### src/rtl/traffic_pkg.sv
// Shared definitions for the traffic signal controller: phase encoding,
// default phase durations and the road-index width helper.
package traffic_pkg;

    typedef enum logic [2:0] {
        PH_ALLRED = 3'd0,
        PH_GREEN  = 3'd1,
        PH_YELLOW = 3'd2,
        PH_FLASH  = 3'd3
    } phase_t;

    localparam int DEF_NUM_ROADS    = 4;
    localparam int DEF_GREEN_TICKS  = 8;
    localparam int DEF_YELLOW_TICKS = 3;
    localparam int DEF_ALLRED_TICKS = 1;
    localparam int DEF_CNT_W        = 8;

    function automatic int road_w(input int n);
        return (n <= 2) ? 1 : $clog2(n);
    endfunction

endpackage

### src/rtl/rr_next_road.sv
// Circular priority search: first road after cur (cur+1 .. cur-1) with demand.
// The demand of cur itself is never considered.
module rr_next_road #(
    parameter int NUM_ROADS = 4,
    parameter int RW        = 2
) (
    input  logic [RW-1:0]        cur,
    input  logic [NUM_ROADS-1:0] demand,
    output logic [RW-1:0]        nxt,
    output logic                 found
);

    int best;

    // Rank candidates by circular distance from cur; the nearest wins.
    always_comb begin
        best  = NUM_ROADS;
        nxt   = cur;
        found = 1'b0;
        for (int r = 0; r < NUM_ROADS; r++) begin
            if (demand[r] && (r != int'(cur)) &&
                (((r + NUM_ROADS - int'(cur)) % NUM_ROADS) < best)) begin
                best  = (r + NUM_ROADS - int'(cur)) % NUM_ROADS;
                nxt   = RW'(r);
                found = 1'b1;
            end
        end
    end

endmodule

### src/rtl/traffic_ctrl_seq.sv
// Round-robin traffic signal sequencer with demand skipping and night flash mode.
// States: ALLRED | all red clearance ; GREEN | cur_road green ; YELLOW | cur_road yellow ; FLASH | all yellow blinking
module traffic_ctrl_seq
    import traffic_pkg::*;
#(
    parameter int NUM_ROADS    = DEF_NUM_ROADS,
    parameter int GREEN_TICKS  = DEF_GREEN_TICKS,
    parameter int YELLOW_TICKS = DEF_YELLOW_TICKS,
    parameter int ALLRED_TICKS = DEF_ALLRED_TICKS,
    parameter int CNT_W        = DEF_CNT_W,
    localparam int RW          = road_w(NUM_ROADS)
) (
    input  logic                 clk,
    input  logic                 rst,
    input  logic                 i,
    input  logic                 tick,
    input  logic [NUM_ROADS-1:0] demand,
    input  logic                 night,
    output logic [NUM_ROADS-1:0] red,
    output logic [NUM_ROADS-1:0] yellow,
    output logic [NUM_ROADS-1:0] green,
    output logic [RW-1:0]        cur_road,
    output logic [2:0]           phase
);

    phase_t               state_q, state_n;
    logic [CNT_W-1:0]     cnt_q, cnt_n;
    logic [RW-1:0]        road_n, nxt_q, nxt_n, srch;
    logic                 nv_q, nv_n, tog_q, tog_n, found;
    logic                 adv;
    logic [NUM_ROADS-1:0] red_n, yel_n, grn_n;

    assign adv   = i & tick;
    assign phase = state_q;

    rr_next_road #(.NUM_ROADS(NUM_ROADS), .RW(RW)) u_search (
        .cur   (cur_road),
        .demand(demand),
        .nxt   (srch),
        .found (found)
    );

    always_ff @(posedge clk or posedge rst) begin
        if (rst) begin
            state_q  <= PH_ALLRED;
            cnt_q    <= CNT_W'(ALLRED_TICKS - 1);
            cur_road <= RW'(NUM_ROADS - 1);
            nxt_q    <= '0;
            nv_q     <= 1'b0;
            tog_q    <= 1'b0;
            red      <= '1;
            yellow   <= '0;
            green    <= '0;
        end else begin
            state_q  <= state_n;
            cnt_q    <= cnt_n;
            cur_road <= road_n;
            nxt_q    <= nxt_n;
            nv_q     <= nv_n;
            tog_q    <= tog_n;
            red      <= red_n;
            yellow   <= yel_n;
            green    <= grn_n;
        end
    end

    always_comb begin
        state_n = state_q;
        cnt_n   = cnt_q;
        road_n  = cur_road;
        nxt_n   = nxt_q;
        nv_n    = nv_q;
        tog_n   = tog_q;
        if (adv) begin
            case (state_q)
                PH_GREEN: begin
                    if (night) begin
                        state_n = PH_YELLOW;
                        cnt_n   = CNT_W'(YELLOW_TICKS - 1);
                        nv_n    = 1'b0;
                    end else if (cnt_q == '0) begin
                        if (found) begin
                            state_n = PH_YELLOW;
                            cnt_n   = CNT_W'(YELLOW_TICKS - 1);
                            nxt_n   = srch;
                            nv_n    = 1'b1;
                        end else begin
                            cnt_n = CNT_W'(GREEN_TICKS - 1);
                        end
                    end else begin
                        cnt_n = cnt_q - 1'b1;
                    end
                end
                PH_YELLOW: begin
                    if (cnt_q == '0) begin
                        state_n = PH_ALLRED;
                        cnt_n   = CNT_W'(ALLRED_TICKS - 1);
                    end else begin
                        cnt_n = cnt_q - 1'b1;
                    end
                end
                PH_ALLRED: begin
                    if (cnt_q != '0) begin
                        cnt_n = cnt_q - 1'b1;
                    end else if (night) begin
                        state_n = PH_FLASH;
                        tog_n   = 1'b1;
                    end else begin
                        state_n = PH_GREEN;
                        cnt_n   = CNT_W'(GREEN_TICKS - 1);
                        nv_n    = 1'b0;
                        // Without a latched target (reset, flash, night abort) search live.
                        if (nv_q)
                            road_n = nxt_q;
                        else if (found)
                            road_n = srch;
                        else if (demand[cur_road])
                            road_n = cur_road;
                        else
                            road_n = (cur_road == RW'(NUM_ROADS - 1)) ? '0 : cur_road + RW'(1);
                    end
                end
                PH_FLASH: begin
                    if (!night) begin
                        state_n = PH_ALLRED;
                        cnt_n   = CNT_W'(ALLRED_TICKS - 1);
                        tog_n   = 1'b0;
                        nv_n    = 1'b0;
                    end else begin
                        tog_n = ~tog_q;
                    end
                end
                default: begin
                    state_n = PH_ALLRED;
                    cnt_n   = CNT_W'(ALLRED_TICKS - 1);
                end
            endcase
        end
    end

    always_comb begin
        red_n = '1;
        yel_n = '0;
        grn_n = '0;
        case (state_n)
            PH_GREEN: begin
                red_n[road_n] = 1'b0;
                grn_n[road_n] = 1'b1;
            end
            PH_YELLOW: begin
                red_n[road_n] = 1'b0;
                yel_n[road_n] = 1'b1;
            end
            PH_FLASH: begin
                red_n = '0;
                yel_n = {NUM_ROADS{tog_n}};
            end
            default: ;
        endcase
    end

endmodule

### config.mk
export PLATFORM = sky130hd
export DESIGN_NAME = traffic_ctrl_seq
export DESIGN_NICKNAME = d
export VERILOG_FILES = /design/src/rtl/traffic_pkg.sv /design/src/rtl/rr_next_road.sv /design/src/rtl/traffic_ctrl_seq.sv
export SDC_FILE = /design/constraint.sdc
export NUM_CORES = 1
export LEC_CHECK = 0
export ABC_AREA = 1
export CAP_MARGIN = 40
export CORE_ASPECT_RATIO = 0.6
export CORE_MARGIN = 1
export CORE_UTILIZATION = 50
export CTS_CLUSTER_SIZE = 28
export DETAILED_ROUTE_END_ITERATION = 10
export PLACE_DENSITY_LB_ADDON = 0.05
export SLEW_MARGIN = 40
export SYNTH_ARGS = -nofsm -noshare
export SYNTH_HDL_FRONTEND = slang
export SYNTH_SLANG_ARGS = --single-unit
### constraint.sdc
create_clock -name clk -period 4.15 [get_ports clk]
set_clock_uncertainty 0.05 [all_clocks]
set_input_delay 0.415 -clock clk [delete_from_list [all_inputs] [get_ports clk]]
set_output_delay 0.415 -clock clk [all_outputs]
set_load 0.05 [all_outputs]
Word-level counts from Yosys, hierarchy flattened

Cells that the tools add are included.

$add $sub $neg: 6
Multiply operators: 0
Div/mod/pow operators: 0
Magnitude comparators: 7
Equal/unequal tests: 15
Shift operators: 0
Muxes and demuxes: 54
Bitwise operators: 8
Reductions and logical operators: 22

Operators with widths:

| operator              | count |
|---|---|
| $lt A3 B32 Y1         | 3 |
| $mux W32              | 3 |
| $mux W8               | 6 |
| $pmux W8 S4           | 1 |
| $mux W2               | 13 |
| $mux W3               | 8 |
| $pmux W4 S2           | 2 |
| $sub A3 B2 Y4 const A | 4 |
| $mux W1               | 15 |
| $eq A3 B2 Y1 const B  | 4 |
| $pmux W3 S4           | 1 |
| $reduce_and A5 Y1     | 2 |
| $reduce_or A2 Y1      | 5 |
| $logic_and A1 B1 Y1   | 9 |
| $ne A3 B3 Y1 const B  | 3 |
| $logic_not A8 Y1      | 1 |
| $reduce_bool A8 Y1    | 1 |
| $sub A8 B1 Y8 const B | 1 |
| $eq A3 B1 Y1 const B  | 2 |
| $lt A2 B3 Y1 const B  | 2 |
| $and A1 B1 Y1         | 5 |
| $lt A3 B4 Y1 const B  | 1 |
| $mux W4               | 1 |
| $ne A2 B2 Y1 const A  | 2 |
| other kinds (15)      | 17 |

Flip-flop bits (word level): 29
Bits in latches: 0
RAM bits: 0
ROM bits: 0
Bits of input ports: 9
Output and inout port bits: 17
Logic and storage cells: 121
Memories kept: 0

Depth between registers and ports, before layout

Gate-level depths: netlist of the first run.

Depth in word-level cells: 27
Depth in mapped cells: 27
Mapped depth without buffers: 26

Cells and area by module

Synthesis of the first run repeated with hierarchy kept, for this count alone.

Cell total of the unflattened synthesis: 246
Area, all modules: 1894.3 µm²

Modules (own cells, without submodules):

| module           | instances | cells each | area an instance (µm²) | sequential area each (µm²) |
|---|---|---|---|---|
| traffic_ctrl_seq | 1         | 198        | 1596.5                 | 733.2 |
| rr_next_road     | 1         | 48         | 297.8                  | 0.0 |

Least setup slack after synthesis of the first run

OpenSTA, ideal clock, no wires.

Kind: reg2reg
Start: register cur_road[0]
End: register yellow[0]
Library setup time: 0.117 ns
Arrival: 3.226 ns
Required time: 3.983 ns
Slack: 0.756 ns
Cell stages (with the launch flop): 26
Period minus slack after synthesis: 3.394 ns
Path through: dfstp_2 -> buf_6 -> inv_4 -> ha_1 -> o21ai_0 -> o21ai_1 -> nor2_1 -> a21oi_1 -> ha_1 -> nand3_1 -> nand3_2 -> nand2_1 -> o21ai_0 -> ha_1 -> nand2_1 -> inv_1 -> nand2_1 -> nand3_2 -> nand2_2 -> nand2_1 -> nand2_1 -> nand2_2 -> nand2_4 -> inv_1 -> nand3_1 -> nand2_1

Word-level cells in the longest chain between the ends: 26

Ends and longest elaborated chain:

| element                                                            | RTL line                               | RTL |
|---|---|---|
| from (decl)                                                        | traffic_ctrl_seq.sv:22                 | `output logic [RW-1:0] cur_road,` |
| from (signal assigned)                                             | traffic_ctrl_seq.sv:47                 | `cur_road <= RW'(NUM_ROADS - 1);` |
| from (signal assigned)                                             | traffic_ctrl_seq.sv:57                 | `cur_road <= road_n;` |
| $sub A3 B2 Y4                                                      | rr_next_road.sv:22, rr_next_road.sv:23 |  |
| $reduce_or A2 Y1 (no line)                                         | -                                      |  |
| $and A1 B1 Y1 (no line)                                            | -                                      |  |
| $lt A3 B4 Y1                                                       | rr_next_road.sv:22                     | `(((r + NUM_ROADS - int'(cur)) % NUM_ROADS) < best)) begin` |
| $logic_and A1 B1 Y1                                                | rr_next_road.sv:21                     | `if (demand[r] && (r != int'(cur)) &&` |
| $mux W32                                                           | rr_next_road.sv:21                     |  |
| $lt A3 B32 Y1                                                      | rr_next_road.sv:22                     |  |
| $logic_and A1 B1 Y1                                                | rr_next_road.sv:21                     |  |
| [... 12 more ...]                                                  | -                                      |  |
| $mux W2 *                                                          | traffic_ctrl_seq.sv:74                 | `if (adv) begin` |
| named net road_n[0]                                                | traffic_ctrl_seq.sv:28                 | `logic [RW-1:0] road_n, nxt_q, nxt_n, srch;` |
| $lt A2 B3 Y1 (implied by the code) or $ge A2 B1 Y1 (tied branches) | traffic_ctrl_seq.sv:152                | `yel_n[road_n] = 1'b1;` |
| $logic_and A1 B1 Y1 (implied by the code)                          | traffic_ctrl_seq.sv:152                |  |
| $mux W1 (implied by the code)                                      | traffic_ctrl_seq.sv:152                |  |
| $demux W1 S2 *                                                     | traffic_ctrl_seq.sv:152                |  |
| $pmux W4 S2 *                                                      | traffic_ctrl_seq.sv:145                | `case (state_n)` |
| named net yel_n[0]                                                 | traffic_ctrl_seq.sv:31                 | `logic [NUM_ROADS-1:0] red_n, yel_n, grn_n;` |
| to (signal assigned)                                               | traffic_ctrl_seq.sv:62                 | `yellow <= yel_n;` |
| to (decl)                                                          | traffic_ctrl_seq.sv:20                 | `output logic [NUM_ROADS-1:0] yellow,` |

The timed path passes the listed nets; every way through them passes the cells marked *. The select of a mux whose other input is x is not followed.
A chain may end at the register's enable or synchronous reset.

Worst setup path in the final report of the first run

Same ends and word-level chain as after synthesis.

==> results.json, run 1 <==
{
  "postSynthAreaPerCell_um2": 8.06,
  "synth_cell_types": 37,
  "grt_max_degree": 21,
  "fillers": 325,
  "crit_family": "simple AND/OR/NAND/NOR gates",
  "setup_tns_ns": 0,
  "leakagePower_nw": 1.15,
  "drc_errors": 0,
  "outcome": "finished clean",
  "die-area_um2": 4150,
  "timing.hold.ws_ns": 0.479,
  "max_cap_violations": 0,
  "clockPowerShare_pct": 17.1,
  "drt-total-wl_um": 4160,
  "syn_inst": 241,
  "r2r_end": "yellow[0]$_DFF_PP0_",
  "dr.pass1.iters": 5,
  "path_clk_slew_ns": 0.06,
  "fin_area_um2": 2370,
  "drtIter0Drc": 149,
  "wl_per_cell_um": 13.0,
  "antenna_left": 0,
  "grt_pass1_vias": 1406,
  "reg2reg_from": "cur_road[0]$_DFF_PP1_",
  "cts_tree": "yes",
  "p_int_uw": 936,
  "start_util_pct": 52.5,
  "drive_gt1_share_pct": 20.8,
  "crit_start": "cur_road[0]$_DFF_PP1_",
  "core-area_um2": 3700,
  "clock_latency_ns": 0.29,
  "cellPowerDensity_nw_per_um2": 760,
  "ios": 26,
  "crit_arrival_ns": 3.67,
  "clock_sinks": 29,
  "cts_resized": 0,
  "yosys_warnings": 0,
  "crit_end": "yellow[0]$_DFF_PP0_",
  "synth-seq-cells": 29,
  "num_rows": 17,
  "fin_nets": 290,
  "seq_power_share_pct": 26.0,
  "period_share_pct": 85.5,
  "maxSlewViolCount": 0,
  "endpoint_kind": "register",
  "place.port_buffers": 25,
  "cpMostUsedCell": "nand2_1",
  "critical_path_peak_fanout": 12,
  "slowest_stage": "dfstp_2",
  "hold_viol_final": 0,
  "hp-class": "input port to async pin",
  "die_x_um": 82.5,
  "required_ns": 4.27,
  "max_stage_delay_ns": 0.67,
  "reg2regPathDepth": 22,
  "syn_area_um2": 1940,
  "antenna_found_initial": 0,
  "cts_hold_buffers": 0,
  "max_freq_mhz": 282,
  "tightest_slew_ns": 0.687,
  "seq_area_frac_synth_pct": 37.8,
  "place_area_um2": 2250,
  "synthToLayoutAreaGrowth_pct": 21.9,
  "grtUsageTotal_pct": 22.8,
  "power_switching_uw": 865,
  "die_y_um": 50.3,
  "gp_congestion": 0.894,
  "n_antenna_cell": 0,
  "fin_crit_ns": 3.55,
  "path_buf_inv": 3,
  "r2r_slack_ns": 0.60,
  "rsz0062_at_grt": "no",
  "fin_util_pct": 64.0,
  "critPathKind": "register to register",
  "cp-start-kind": "register",
  "cp_cell_sequence": "inv_4 > ha_1 > o21ai_0 > a21oi_1 > a21oi_1 > ha_1 > nand3_1 > nand3_2 > o21ai_0 > ha_1 > nand2_1 > inv_1 > nand2_1 > nand3_2 > nand2_2 > nand2_1 > nand2_1 > nand2_2 > nand2_4 > inv_1 > nand3_1 > nand2_1",
  "dpl.hpwl_um": 3200,
  "final-setup-viol-count": 0,
  "p_comb_share_pct": 56.8,
  "grt_pass1_wl_um": 6730,
  "htreeDepth": 2,
  "switching_share_pct": 48.0,
  "syn_nets": 258,
  "via_per_inst": 5.01,
  "relSlewSlack_pct": 54.1,
  "cts_setup_buffers": 0,
  "path_depth": 22,
  "ir_worst_vdd_mv": 0.420,
  "gr-total-overflow": 0,
  "cts-root-buf": "clkbuf_8",
  "numCtsBuffers": 5,
  "vias": 1608,
  "cts_buffer_depth": 2
}
-- cell type report --
class / count / area (um2) / area share [%]
Clock inverter: 2 / 37.5 / 1.59
Timing Repair Buffer: 26 / 258 / 10.9
Clock buffer: 6 / 82.6 / 3.49
Inverter: 42 / 160 / 6.77
Multi-Input combinational cell: 169 / 1040 / 43.8
Sequential cell: 29 / 733 / 31.0
Tap cell: 47 / 58.8 / 2.48
-- worst min-delay path by stage --
stage | start | to | slack [ns] | depth (start not counted)
finish | rst | green[3]$_DFF_PP0_ | 0.48 | 2
global route | nxt_q[1]$_DFFE_PP0P_ | nxt_q[1]$_DFFE_PP0P_ | 0.51 | 1
CTS | nxt_q[1]$_DFFE_PP0P_ | nxt_q[1]$_DFFE_PP0P_ | 0.49 | 1
detailed placement | nxt_q[1]$_DFFE_PP0P_ | nxt_q[1]$_DFFE_PP0P_ | 0.46 | 1
global placement | nxt_q[0]$_DFFE_PP0P_ | nxt_q[0]$_DFFE_PP0P_ | 0.47 | 2
floorplan | nxt_q[1]$_DFFE_PP0P_ | nxt_q[1]$_DFFE_PP0P_ | 0.43 | 1
-- metrics by stage --
stage               instances  setup WS, ns  power (mW)
finish                    321         0.601        1.80
detailed placement        313         0.667        1.49
global placement          313         0.731        1.49
floorplan                 241         0.756        1.26
global route              321         0.279        1.95
CTS                       321         0.639        1.80
-- power by group through the flow --
stage	Sequential [mW]	Combinational (mW)	Clock [mW]
6_report	0.469	1.02	0.308
5_1_grt	0.483	1.13	0.329
4_1_cts	0.469	1.02	0.312
3_5_place_dp	0.470	1.02	0
3_3_place_gp	0.474	1.02	0
2_1_floorplan	0.605	0.650	0
-- state kept, by name, indices dropped and copies added, names as in the netlist --
name	flops
cnt_q	8
green	4
red	4
yellow	4
phase	3
cur_road	2
nxt_q	2
nv_q	1
tog_q	1
-- cell families after synthesis --
| family | Yosys count | share of synthesized area (%) |
|---|---|---|
| AO/OA/AOI/OAI | 38 | 11.4 |
| XOR/XNOR | 4 | 1.80 |
| adder cells (fa/ha/maj) | 8 | 5.15 |
| buffers and inverters | 43 | 8.83 |
| flip-flops | 29 | 37.8 |
| multiplexers | 1 | 0.580 |
| AND/OR/NAND/NOR | 118 | 34.5 |
-- cells in the final DEF (no fill, tap or decap), types with 3 or more instances in the layout --
cell / n
nand3_2: 3
dfrtp_1: 23
a21oi_1: 13
nand2_1: 37
nand2_2: 8
nand4_1: 3
nand2_4: 8
inv_1: 30
ha_1: 8
xor2_1: 4
o211ai_1: 3
dfstp_2: 6
nor2_4: 4
o21ai_0: 15
inv_2: 10
clkdlybuf4s50_1: 25
nor2_1: 26
nand3_1: 18
clkbuf_8: 6
-- worst reg2reg max path, cell delays in order, from the launching register on --
cell	delay [ns]
dfstp_2	0.67
inv_4	0.08
ha_1	0.31
o21ai_0	0.22
a21oi_1	0.13
a21oi_1	0.23
ha_1	0.27
nand3_1	0.09
nand3_2	0.12
o21ai_0	0.20
ha_1	0.26
nand2_1	0.06
inv_1	0.03
nand2_1	0.07
nand3_2	0.10
nand2_2	0.09
nand2_1	0.05
nand2_1	0.06
nand2_2	0.08
nand2_4	0.10
inv_1	0.06
nand3_1	0.06
nand2_1	0.07
-- cells in the mapped netlist, drive strengths merged --
cell type  count  area (um2)
o2111ai        1        8.76
nand3b         1        7.51
and3           1        6.26
nand4          4        40.0
xor2           4        35.0
dfstp          6         158
clkinv         1        3.75
o21ai         16        80.1
ha             8         100
nand3         22         138
nand2         53         279
a21oi         14        81.3
inv           41         156
dfrtp         23         576
and2           1        6.26
o211ai         3        22.5
buf            1        11.3
mux2           1        11.3
nor4           1        6.26
a22oi          1        7.51
nor3           1        5.00
o21bai         2        15.0
nor2          33         175
or2            1        6.26
o22ai          1        6.26
-- metal layers --
metal	wire, um	up-vias	GRT usage (%)	part of all wire [%]
li1	-	840	-	-
met1	2360	711	38.0	57
met2	1460	50	26.4	35
met3	306	7	7.64	7.4
met4	39	0	6.14	0.94
met5	0	-	0	0
Note: power is estimated with default switching activity, not from simulation.
==> inputs of run 2 (changes only) <==
- CORE_MARGIN: 1 -> 10
==> run 2 against run 1 <==
Net effect: sequential share of layout area stayed put; non-clock buffer count stayed put; critical path depth is 1 higher; cell count stayed put; global-route usage is 9.1 points lower; core utilization stayed put; total power is 0.63% lower; via count is 1.0% lower; combinational power hardly changed; largest cell class unchanged; hold slack worse by 0.023 ns.
==> results.json, run 2 (synthesis gave the netlist of run 1 again) <==
{
  "drtIter0Drc": 125,
  "grt_pass1_vias": 1479,
  "dr.pass1.iters": 4,
  "leakagePower_nw": 1.15,
  "required_ns": 4.30,
  "cts-root-buf": "clkbuf_8",
  "grtUsageTotal_pct": 13.7,
  "die_y_um": 68.3,
  "path_buf_inv": 2,
  "clock_sinks": 29,
  "setup_tns_ns": 0,
  "antenna_found_initial": 0,
  "cts_buffer_depth": 2,
  "antenna_left": 0,
  "max_freq_mhz": 283,
  "fin_crit_ns": 3.54,
  "cellPowerDensity_nw_per_um2": 756,
  "final-setup-viol-count": 0,
  "grt_pass1_wl_um": 7470,
  "place.port_buffers": 25,
  "via_per_inst": 4.96,
  "cts_setup_buffers": 0,
  "numCtsBuffers": 5,
  "cts_hold_buffers": 0,
  "grt_max_degree": 30,
  "multi_input_area_um2": 1040,
  "critical_path_peak_fanout": 12,
  "tightest_slew_ns": 0.517,
  "cpMostUsedCell": "nand2_1",
  "drive_gt1_share_pct": 20.8,
  "ios": 26,
  "largest_reg_flops": 8,
  "fin_nets": 290,
  "die-area_um2": 6860,
  "gp_congestion": 0.865,
  "period_share_pct": 85.3,
  "drt-total-wl_um": 4280,
  "htreeDepth": 2,
  "relSlewSlack_pct": 65.4,
  "grt_use_met1_pct": 20.0,
  "start_util_pct": 52.5,
  "rsz0062_at_grt": "no",
  "synthToLayoutAreaGrowth_pct": 21.9,
  "cp_cell_sequence": "inv_4 > ha_1 > o21ai_0 > o21ai_1 > nor2_1 > a21oi_1 > ha_1 > nand3_1 > nand3_2 > nand2_1 > o21ai_0 > ha_1 > nand2_1 > inv_1 > nand2_1 > nand3_2 > nand2_2 > nand2_1 > nand2_1 > nand2_2 > nand2_4 > nand2_1 > o21bai_1",
  "endpoint_kind": "register",
  "hold_viol_final": 0,
  "clock_latency_ns": 0.28,
  "gr-total-overflow": 0,
  "max_stage_delay_ns": 0.67,
  "busiest_layer": "met1",
  "power_mw": 1.79,
  "wl_per_cell_um": 13.3,
  "layout_common_cells": "37 x nand2_1, 30 x inv_1, 26 x nor2_1",
  "path_clk_slew_ns": 0.07,
  "vias": 1592,
  "die_x_um": 100,
  "cp-start-kind": "register",
  "fillers": 316,
  "cts_tree": "yes",
  "crit_arrival_ns": 3.69,
  "outcome": "finished clean",
  "seq_area_um2": 733,
  "n_antenna_cell": 0,
  "max_cap_violations": 0,
  "regMostFlops": "cnt_q",
  "ir_worst_vdd_mv": 0.406,
  "num_rows": 17,
  "core-area_um2": 3700,
  "maxSlewViolCount": 0,
  "drc_errors": 0,
  "hp-class": "input port to async pin",
  "met3_usage_pct": 5.53,
  "grtUsageMet2_pct": 18.3,
  "slowest_stage": "dfstp_2",
  "cts_resized": 0,
  "final_common_cell": "nand2_1",
  "critPathKind": "register to register",
  "crit_family": "simple AND/OR/NAND/NOR gates",
  "dpl.hpwl_um": 3440
}
## run 2: cell counts in the layout (fill, tap and decap cells not counted)
Identical to the previous run, type by type.
## run 2: tightest hold or removal path, cell delays in order
cell and delay [ns]:
clkdlybuf4s50_1 0.40, inv_1 0.05, buf_4 0.34
## run 2: where the power goes
| part | internal, mW | leakage, nW | total, mW | switching, mW |
|---|---|---|---|---|
| registers | 0.390 | 0.364 | 0.467 | 0.0768 |
| clock network | 0.195 | 0.0574 | 0.305 | 0.110 |
| logic | 0.350 | 0.727 | 1.02 | 0.668 |
## run 2: cell type report
type / count / area share [%]
multi-input combinational: 169 / 43.8
sequential: 29 / 31.0
tap: 47 / 2.48
clock inverter: 2 / 1.59
inverter: 42 / 6.77
clock buffer: 6 / 3.49
timing repair buffer: 26 / 10.9
## run 2: final timing paths
kind                                            start                   to  slack [ns]  cells after the start
worst max-delay path            cur_road[0]$_DFF_PP1_  yellow[1]$_DFF_PP0_        0.61                     23
worst min-delay path                              rst  yellow[1]$_DFF_PP0_        0.46                      3
worst max register to register  cur_road[0]$_DFF_PP1_  yellow[1]$_DFF_PP0_        0.61                     23
worst min register to register        tog_q$_DFF_PP0_      tog_q$_DFF_PP0_        0.48                      2
max in group asynchronous                         rst     red[1]$_DFF_PP1_        3.28                      3
min in group clk                      tog_q$_DFF_PP0_      tog_q$_DFF_PP0_        0.48                      2
## run 2: through the flow
step	std cells	setup slack, ns	cell area, um2	utilization (%)	hold WS, ns
finish	321	0.611	2370	64.0	0.456
global route	321	0.206	2370	64.0	0.500
CTS	321	0.644	2370	64.0	0.466
detailed placement	313	0.646	2250	60.7	0.465
global placement	313	0.718	2250	60.7	0.461
floorplan	241	0.756	1940	-	0.430
## run 2: routing by layer
| metal | part of all wire, % | wire length [um] |
|---|---|---|
| met1 | 53 | 2260 |
| met4 | 0.40 | 17 |
| met3 | 7.6 | 326 |
| met5 | 0 | 0 |
| met2 | 39 | 1680 |
